<file path="config.mk">
export PLATFORM = sky130hd
export DESIGN_NAME = mul_sequencer
export DESIGN_NICKNAME = d
export VERILOG_FILES = /design/src/rtl/mul_seq_pkg.sv /design/src/rtl/mul_shift_add_dp.sv /design/src/rtl/mul_sequencer.sv
export SDC_FILE = /design/constraint.sdc
export NUM_CORES = 1
export LEC_CHECK = 0
export ABC_AREA = 1
export CELL_PAD_IN_SITES_DETAIL_PLACEMENT = 0
export CELL_PAD_IN_SITES_GLOBAL_PLACEMENT = 1
export CORE_AREA = 4 4 153 155
export DETAILED_ROUTE_END_ITERATION = 12
export DIE_AREA = 0 0 157 159
export PLACE_DENSITY = 0.88
export SYNTH_ARGS = -nofsm -noshare
export SYNTH_HDL_FRONTEND = slang
export SYNTH_SLANG_ARGS = --single-unit
</file>
<file path="constraint.sdc">
create_clock -name clk_i -period 5.3 [get_ports clk_i]
set_input_delay 1.59 -clock clk_i [delete_from_list [all_inputs] [get_ports clk_i]]
set_output_delay 1.59 -clock clk_i [all_outputs]
set_load 0.02 [all_outputs]
</file>
<file path="src/rtl/mul_seq_pkg.sv">
`default_nettype none
// ============================================================================
// Module   : mul_seq_pkg
// Brief    : FSM state type and ALU op encodings shared by the ALU, ALU
//            control and the multi-cycle multiplier sequencer.
// Revision : 1.0 - initial release
// ============================================================================
package mul_seq_pkg;

   typedef enum logic [1:0] {
      IDLE = 2'd0,
      BUSY = 2'd1,
      DONE = 2'd2
   } mul_state_t;

   localparam logic [2:0] ALUCTRL_ADD  = 3'b000;
   localparam logic [2:0] ALUCTRL_SUB  = 3'b001;
   localparam logic [2:0] ALUCTRL_AND  = 3'b010;
   localparam logic [2:0] ALUCTRL_XOR  = 3'b011;
   localparam logic [2:0] ALUCTRL_SLL  = 3'b100;
   localparam logic [2:0] ALUCTRL_MUL  = 3'b101;
   localparam logic [2:0] ALUCTRL_SRAI = 3'b110;
   localparam logic [2:0] ALUCTRL_ADDI = 3'b111;

endpackage
`default_nettype wire

</file>
<file path="src/rtl/mul_shift_add_dp.sv">
`default_nettype none
// ============================================================================
// Module   : mul_shift_add_dp
// Brief    : Shift-add multiplier datapath: multiplicand/multiplier/accumulator
//            registers plus a result register, driven by load/step strobes.
//            MUL_EARLY_TERM_EN adds a post-shift multiplier==0 flag.
// Revision : 1.0 - initial release
// ============================================================================
module mul_shift_add_dp
   import mul_seq_pkg::*;
#(
   parameter int XLEN = 32
) (
   input  logic            clk,
   input  logic            rst,
   input  logic            i_load,
   input  logic            i_step,
   input  logic            i_capture,
   input  logic [XLEN-1:0] i_op_a,
   input  logic [XLEN-1:0] i_op_b,
`ifdef MUL_EARLY_TERM_EN
   output logic            o_b_next_zero,
`endif
   output logic [XLEN-1:0] o_result
);

   logic [XLEN-1:0] r_a;
   logic [XLEN-1:0] r_b;
   logic [XLEN-1:0] r_acc;
   logic [XLEN-1:0] r_result;
   logic [XLEN-1:0] w_acc_next;

   // Product is taken modulo 2^XLEN, so the carry out is simply dropped.
   assign w_acc_next = r_acc + (r_b[0] ? r_a : '0);

`ifdef MUL_EARLY_TERM_EN
   assign o_b_next_zero = (r_b[XLEN-1:1] == '0);
`endif

   always_ff @(posedge clk or posedge rst) begin
      if (rst) begin
         r_a   <= '0;
         r_b   <= '0;
         r_acc <= '0;
      end else if (i_load) begin
         r_a   <= i_op_a;
         r_b   <= i_op_b;
         r_acc <= '0;
      end else if (i_step) begin
         r_acc <= w_acc_next;
         r_a   <= r_a << 1;
         r_b   <= r_b >> 1;
      end
   end

   // Separate result register so the output holds across later loads.
   always_ff @(posedge clk or posedge rst) begin
      if (rst) begin
         r_result <= '0;
      end else if (i_step && i_capture) begin
         r_result <= w_acc_next;
      end
   end

   assign o_result = r_result;

endmodule
`default_nettype wire

</file>
<file path="src/rtl/mul_sequencer.sv">
`default_nettype none
// ============================================================================
// Module   : mul_sequencer
// Brief    : Multi-cycle shift-add MUL controller for the EX stage; owns the
//            FSM, iteration counter and pipeline stall. Build option
//            MUL_EARLY_TERM_EN exits BUSY once the remaining multiplier is 0.
// Revision : 1.0 - initial release
// ============================================================================
module mul_sequencer
   import mul_seq_pkg::*;
#(
   parameter int XLEN = 32
) (
   input  logic            clk_i,
   input  logic            rst_i,
   input  logic            start_i,
   input  logic            flush_i,
   input  logic [XLEN-1:0] op_a_i,
   input  logic [XLEN-1:0] op_b_i,
   output logic            stall_o,
   output logic            busy_o,
   output logic            done_o,
   output logic [XLEN-1:0] result_o
);

   localparam int              c_cnt_w = $clog2(XLEN) + 1;
   localparam logic [c_cnt_w-1:0] c_last = c_cnt_w'(XLEN - 1);

   mul_state_t         r_state;
   mul_state_t         w_state_nxt;
   logic [c_cnt_w-1:0] r_cnt;
   logic               w_load;
   logic               w_step;
   logic               w_capture;
   logic               w_stall;
   logic               w_last;
`ifdef MUL_EARLY_TERM_EN
   logic               w_b_next_zero;
`endif

`ifdef MUL_EARLY_TERM_EN
   assign w_last = (r_cnt == c_last) || w_b_next_zero;
`else
   assign w_last = (r_cnt == c_last);
`endif

   always_ff @(posedge clk_i or posedge rst_i) begin
      if (rst_i) begin
         r_state <= IDLE;
      end else begin
         r_state <= w_state_nxt;
      end
   end

   always_ff @(posedge clk_i or posedge rst_i) begin
      if (rst_i) begin
         r_cnt <= '0;
      end else if (w_load) begin
         r_cnt <= '0;
      end else if (w_step) begin
         r_cnt <= r_cnt + 1'b1;
      end
   end

   // Flush wins in every state; DONE ignores start_i since the same MUL is still in EX.
   always_comb begin
      w_state_nxt = r_state;
      w_load      = 1'b0;
      w_step      = 1'b0;
      w_capture   = 1'b0;
      w_stall     = 1'b0;
      case (r_state)
         IDLE: begin
            if (start_i && !flush_i) begin
               w_load      = 1'b1;
               w_stall     = 1'b1;
               w_state_nxt = BUSY;
            end
         end
         BUSY: begin
            if (flush_i) begin
               w_state_nxt = IDLE;
            end else begin
               w_step  = 1'b1;
               w_stall = 1'b1;
               if (w_last) begin
                  w_capture   = 1'b1;
                  w_state_nxt = DONE;
               end
            end
         end
         DONE: begin
            w_state_nxt = IDLE;
         end
         default: begin
            w_state_nxt = IDLE;
         end
      endcase
   end

   assign stall_o = w_stall && !rst_i;
   assign busy_o  = (r_state == BUSY);
   assign done_o  = (r_state == DONE) && !flush_i;

   mul_shift_add_dp #(
      .XLEN(XLEN)
   ) u_dp (
      .clk          (clk_i),
      .rst          (rst_i),
      .i_load       (w_load),
      .i_step       (w_step),
      .i_capture    (w_capture),
      .i_op_a       (op_a_i),
      .i_op_b       (op_b_i),
`ifdef MUL_EARLY_TERM_EN
      .o_b_next_zero(w_b_next_zero),
`endif
      .o_result     (result_o)
   );

endmodule
`default_nettype wire

</file>
==> flow_summary_export.csv, run 1 <==
group,metric,value,unit
place,place_hpwl,15200,um
cells_and_area,n_fill_cell,2248,
floorplan,start_util,0.369,
global_routing,grt_usage,0.173,
power_and_ir_drop,ir_worst_vdd,234,uV
clocking,htreeDepth,4,
yosys,syn_inst,1146,
clocking,clockBufferDepth,2,
global_routing,grt_overflow,0,
worst_hold_path,worstHoldEndpoint,"u_dp.o_result[28]$_DFFE_PP0P_",
yosys,syn-num-nets,1247,
cells_and_area,diodes,0,
yosys,synth.distinct_cells,33,
power_and_ir_drop,comb_power_share,0.286,
power_and_ir_drop,clkPwrFrac,0.328,
detailed_routing,wl,21000,um
yosys,synth_edf_count,0,
critical_path,r2r_slack,2.27,ns
yosys,syn_area,0.00806,sq mm
yosys,netlist.area_leader.share,0.422,
clocking,cts_tree,"built",
yosys,synth_area_leader_cell,"dfrtp_1",
detailed_routing,drc_errors,0,
cells_and_area,multi_input_area,0.00376,sq mm
detailed_routing,dr.pass1.iters,5,
sta,rsz0062_at_grt,"no",
detailed_routing,avgViaCountPerCell,4.77,
detailed_routing,vias,7303,
floorplan,die_area,0.0250,sq mm
power_and_ir_drop,p_sw,1.31,mW
sta,final.min_clock_period,4.74,ns
power_and_ir_drop,leakage,5.42,nW
clocking,ctsHoldBuffers,0,
place,dpl_cell_area,0.00932,sq mm
place,placedCellCount,1498,
clocking,clk_latency,0.42,ns
detailed_routing,detail-route-antenna-nets,0,
yosys,synthArstFlopShare,1.00,
sta,fin_skew,0.00717,ns
sta,tightest_slew,1.11,ns
sta,fmax,211,MHz
sta,finalHoldViolCount,0,
critical_path,crit_fanout,3,
critical_path,required,3.71,ns
critical_path,cp-start-kind,"input port",
sta,holdWs,0.480,ns
clocking,clkSlewWorstSetupHoldPaths,0.06,ns
yosys,synthTopCellsByArea,"dfrtp_1, nand2_1, inv_1",
sta,min_period_over_period,0.895,
critical_path,r2r_cells,11,
clocking,cts_resized,0,
worst_hold_path,min_from,"u_dp.o_result[28]$_DFFE_PP0P_",
global_routing,antenna_found_initial,0,
power_and_ir_drop,p_int,2.34,mW
floorplan,rows,54,
critical_path,r2r-start,"u_dp.r_b[0]$_DFFE_PP0N_",
cells_and_area,fin_cells,1530,
floorplan,die_h,159,um
sta,setup_viol_count_final,0,
power_and_ir_drop,pwr-share-seq,0.386,
sta,final.setup.tns,0,ns
sta,finalMaxSlewViolations,0,
worst_hold_path,min_path_cells,2,
cells_and_area,design_area,0.00991,sq mm
critical_path,regToRegEndpoint,"u_dp.r_acc[14]$_DFFE_PP0N_",
sta,max_slew_margin,0.260,
yosys,yosysWarningCount,0,
floorplan,die_w,157,um
place,portBuffers,102,
clocking,cts-buffers-inserted,17,
floorplan,core-area,0.0218,sq mm
detailed_routing,first_iter_violations,479,
critical_path,cp-end-kind,"output pin",
run,drv_cap,0,
global_routing,grt_max_degree,79,
critical_path,crit_type,"in -> out",
clocking,root_buffer,"clkbuf_16",
clocking,postCtsSetupRepairBufs,0,
yosys,synth-seq-cells,136,
floorplan,pin_count,103,
detailed_routing,routedWlPerCell,13.7,um
cells_and_area,design.final.nets,1338,
power_and_ir_drop,power_density,368,mW/mm^2
clocking,clock_sinks,136,
worst_hold_path,hold_path.class,"reg -> reg",
cells_and_area,drive_gt1_frac,0.0400,
yosys,syn_area_per_cell,7.03,sq um
cells_and_area,seq_area,0.00340,sq mm
status,status,"finished, final reports clean",
critical_path,worst_ep_arrival_time,3.15,ns
yosys,yosysSeqAreaShare,0.422,
place,gp_congestion,0.850,
cells_and_area,area_delta_synth_final,23.0,%
power_and_ir_drop,netSwitchingFraction,0.359,
global_routing,grt_pass1_wl,35000,um
global_routing,grt_pass1_vias,6983,
yosys,ys.flop_type,"dfrtp_1",
[placed cells by master (no fill, tap or decap), types with 10 or more instances in the layout]
| master | instances |
|---|---|
| nand2_1 | 474 |
| o221ai_1 | 28 |
| nor2_1 | 44 |
| xnor2_1 | 10 |
| ha_1 | 32 |
| dfrtp_1 | 136 |
| a21oi_1 | 24 |
| nand3_1 | 84 |
| clkbuf_16 | 17 |
| o21ai_0 | 29 |
| o21ai_1 | 12 |
| clkdlybuf4s50_1 | 102 |
| inv_1 | 186 |
[worst max path at each step]
stage / startpoint / end / slack (ns) / depth (start not counted)
2_1_floorplan: rst_i / r_cnt[0]$_DFFE_PP0N_ / 0.07 / 1
4_1_cts: flush_i / stall_o / 0.53 / 7
5_1_grt: flush_i / stall_o / 0.47 / 7
3_3_place_gp: flush_i / stall_o / 0.57 / 7
6_report: flush_i / stall_o / 0.56 / 7
3_5_place_dp: flush_i / stall_o / 0.55 / 7
[registers in the layout, summed over array words and instances (netlist names)]
name,count
r_cnt,6
r_state,2
u_dp.o_result,32
u_dp.r_a,32
u_dp.r_acc,32
u_dp.r_b,32
[synth_stat cells, types with 6 or more instances]
| library cell | count |
|---|---|
| o22ai_1 | 6 |
| nand3_1 | 84 |
| ha_1 | 32 |
| o21ai_0 | 29 |
| inv_1 | 187 |
| buf_2 | 15 |
| nand2_1 | 474 |
| xnor2_1 | 10 |
| clkbuf_1 | 16 |
| dfrtp_1 | 136 |
| o21ai_1 | 12 |
| a21oi_1 | 24 |
| nor2_1 | 44 |
| o221ai_1 | 28 |
[metal layers]
| metal | GRT usage | share of wire | vias up |
|---|---|---|---|
| met5 | 0 | 0 | - |
| met4 | 0.0430 | 0.019 | 0 |
| met3 | 0.0457 | 0.062 | 35 |
| met2 | 0.262 | 0.44 | 169 |
| met1 | 0.247 | 0.48 | 3331 |
| li1 | - | - | 3768 |
[cell type report]
| class | instances | share of cell area |
|---|---|---|
| clock buffer | 18 | 0.0443 |
| inverter | 192 | 0.0732 |
| multi-input combinational | 781 | 0.379 |
| clock inverter | 14 | 0.0151 |
| timing repair buffer | 109 | 0.110 |
| tap | 280 | 0.0353 |
| sequential | 136 | 0.343 |
[critical path: stages]
cell and delay [ns]:
clkdlybuf4s50_1 0.48, nor2_1 0.13, nand3_1 0.13, nand2_4 0.10
inv_2 0.03, nor2_1 0.08, clkdlybuf4s50_1 0.61
[stage by stage]
stage / power, mW / setup slack [ns] / utilization
finish: 3.65 / 0.556 / 0.454
global route: 3.91 / 0.470 / 0.454
CTS: 3.68 / 0.534 / 0.454
detailed placement: 2.47 / 0.551 / 0.427
global placement: 2.45 / 0.570 / 0.427
floorplan: 2.16 / 0.0705 / -
[kinds of logic after synthesis]
family	synth area share
buffers and inverters	0.111
adder cells (fa/ha/maj)	0.0522
AND/OR/NAND/NOR	0.309
AO/OA/AOI/OAI	0.0894
XOR/XNOR	0.0152
flip-flops	0.422
[power groups by stage]
stage	registers (mW)	logic [mW]	clock network, mW
3_5_place_dp	1.42	1.05	0
6_report	1.41	1.04	1.20
4_1_cts	1.41	1.05	1.22
5_1_grt	1.44	1.20	1.27
3_3_place_gp	1.42	1.03	0
2_1_floorplan	1.37	0.789	0
Power figures use the tool's default switching activity.
==> inputs of run 2 (changes only) <==
CORE_AREA = 2 2 151 153   (was 4 4 153 155)
DIE_AREA = 0 0 153 155   (was 0 0 157 159)
==> run 2 against run 1 <==
Setup slack worse by 0.032 ns. Sequential power about the same. Cell area up 0.25%. Critical endpoint unchanged. First-iteration DRC count shrank 1.7%. Register-to-register slack improved by 0.12 ns. Clock power rose by 3%. Clock skew about the same. Largest cell class unchanged. Core utilization down 0.71 points. Wire length is 0.55% lower. Clock-buffer cell count stayed put.
==> flow_summary_export.csv, run 2 (synthesis results as in run 1) <==
group,metric,value,unit
sta,setup_viol_count_final,0,
critical_path,r2r_slack,2.39,ns
floorplan,die_area,0.0237,sq mm
sta,final.min_clock_period,4.78,ns
sta,fmax,209,MHz
cells_and_area,multi_input_area,0.00376,sq mm
cells_and_area,drive_gt1_frac,0.0400,
global_routing,grt_usage,0.185,
critical_path,regToRegEndpoint,"u_dp.o_result[24]$_DFFE_PP0P_",
sta,max_slew_margin,0.253,
critical_path,required,3.71,ns
cells_and_area,final_cell_mix,"nand2_1, inv_1, dfrtp_1",
floorplan,start_util,0.363,
global_routing,grt_max_degree,86,
worst_hold_path,hold_path.class,"reg -> reg",
sta,holdWs,0.478,ns
place,placedCellCount,1503,
place,place_hpwl,15200,um
detailed_routing,met3RoutedLength,1150,um
clocking,htreeDepth,4,
power_and_ir_drop,ir_worst_vdd,238,uV
sta,finalHoldViolCount,0,
detailed_routing,wl,20900,um
cells_and_area,seq_area,0.00340,sq mm
cells_and_area,area_delta_synth_final,23.3,%
place,dpl_cell_area,0.00933,sq mm
detailed_routing,first_iter_violations,471,
detailed_routing,routedWlPerCell,13.6,um
clocking,clockBufferDepth,2,
critical_path,worst_ep_arrival_time,3.19,ns
power_and_ir_drop,leakage,5.43,nW
critical_path,cp-start-kind,"input port",
cells_and_area,final_common_cell,"nand2_1",
detailed_routing,vias,7212,
cells_and_area,design.final.nets,1338,
detailed_routing,drc_errors,0,
sta,finalMaxSlewViolations,0,
clocking,cts-buffers-inserted,17,
detailed_routing,route.met2.wl,9400,um
run,drv_cap,0,
clocking,clock_sinks,136,
power_and_ir_drop,total_power,3.69,mW
floorplan,core-area,0.0222,sq mm
detailed_routing,detail-route-antenna-nets,0,
status,status,"finished, final reports clean",
clocking,ctsHoldBuffers,0,
sta,fin_skew,0.00698,ns
global_routing,grt_pass1_wl,35100,um
critical_path,crit_fanout,3,
cells_and_area,diodes,0,
critical_path,crit_type,"in -> out",
global_routing,grt_overflow,0,
power_and_ir_drop,power_density,372,mW/mm^2
sta,min_period_over_period,0.901,
floorplan,die_h,155,um
place,portBuffers,102,
critical_path,r2r-start,"u_dp.r_b[0]$_DFFE_PP0N_",
cells_and_area,n_fill_cell,2259,
detailed_routing,drt-met1-wl,10100,um
sta,rsz0062_at_grt,"no",
global_routing,grt_pass1_vias,7089,
floorplan,pin_count,103,
critical_path,cp-end-kind,"output pin",
cells_and_area,final_core_util,0.447,
worst_hold_path,min_from,"u_dp.o_result[22]$_DFFE_PP0P_",
floorplan,rows,55,
sta,final.setup.tns,0,ns
detailed_routing,avgViaCountPerCell,4.70,
cells_and_area,design_area,0.00994,sq mm
detailed_routing,dr.pass1.iters,5,
place,place_worst_setup_slack,0.528,ns
sta,worst_slack,0.524,ns
critical_path,r2r_cells,13,
clocking,clkSlewWorstSetupHoldPaths,0.06,ns
clocking,cts_resized,0,
detailed_routing,routed.top_layer,"met4",
place,gp_congestion,0.852,
worst_hold_path,min_path_cells,2,
clocking,postCtsSetupRepairBufs,0,
cells_and_area,fin_cells,1535,
global_routing,antenna_found_initial,0,
clocking,root_buffer,"clkbuf_16",
worst_hold_path,worstHoldEndpoint,"u_dp.o_result[22]$_DFFE_PP0P_",
sta,tightest_slew,1.12,ns
floorplan,die_w,153,um
clocking,cts_tree,"built",
clocking,clk_latency,0.43,ns
## run 2: changes by cell type in the layout (fill, tap and decap cells not counted)
cell,delta
bufinv_16,+2
clkinvlp_4,-1
clkinv_2,+4
inv_8,-4
inv_6,-1
## run 2: how the worst max path moves through the flow
stage               slack, ns                   end  startpoint
floorplan                0.07  r_cnt[0]$_DFFE_PP0N_       rst_i
global placement         0.54               stall_o     flush_i
detailed placement       0.53               stall_o     flush_i
CTS                      0.51               stall_o     flush_i
global route             0.48               stall_o     flush_i
finish                   0.52               stall_o     flush_i
## run 2: routing by layer
metal	global-route usage	vias up
met1	0.251	3280
met5	0	-
met4	0.0494	0
li1	-	3765
met2	0.293	148
met3	0.0490	19
## run 2: where the power goes
group	switching (mW)	internal (mW)
logic	0.637	0.403
clock network	0.486	0.755
registers	0.154	1.26
## run 2: critical path, cell delays in order
cell and delay [ns]:
clkdlybuf4s50_1 0.48, nor2_1 0.13, nand3_1 0.14, nand2_4 0.12
inv_2 0.04, nor2_1 0.08, clkdlybuf4s50_1 0.61
## run 2: area by class of cell
class / count / area share
clock buffers: 18 / 0.0442
clock inverters: 14 / 0.0170
inverters: 192 / 0.0730
multi-input cells: 781 / 0.378
flip-flops and latches: 136 / 0.342
well taps: 285 / 0.0359
repair buffers: 109 / 0.109
==> inputs of run 3 (changes only) <==
HOLD_SLACK_MARGIN = 0.05   (was default)
==> results of run 3 <==
Same layout as run 2: the final DEF is identical, and so are final timing and power.
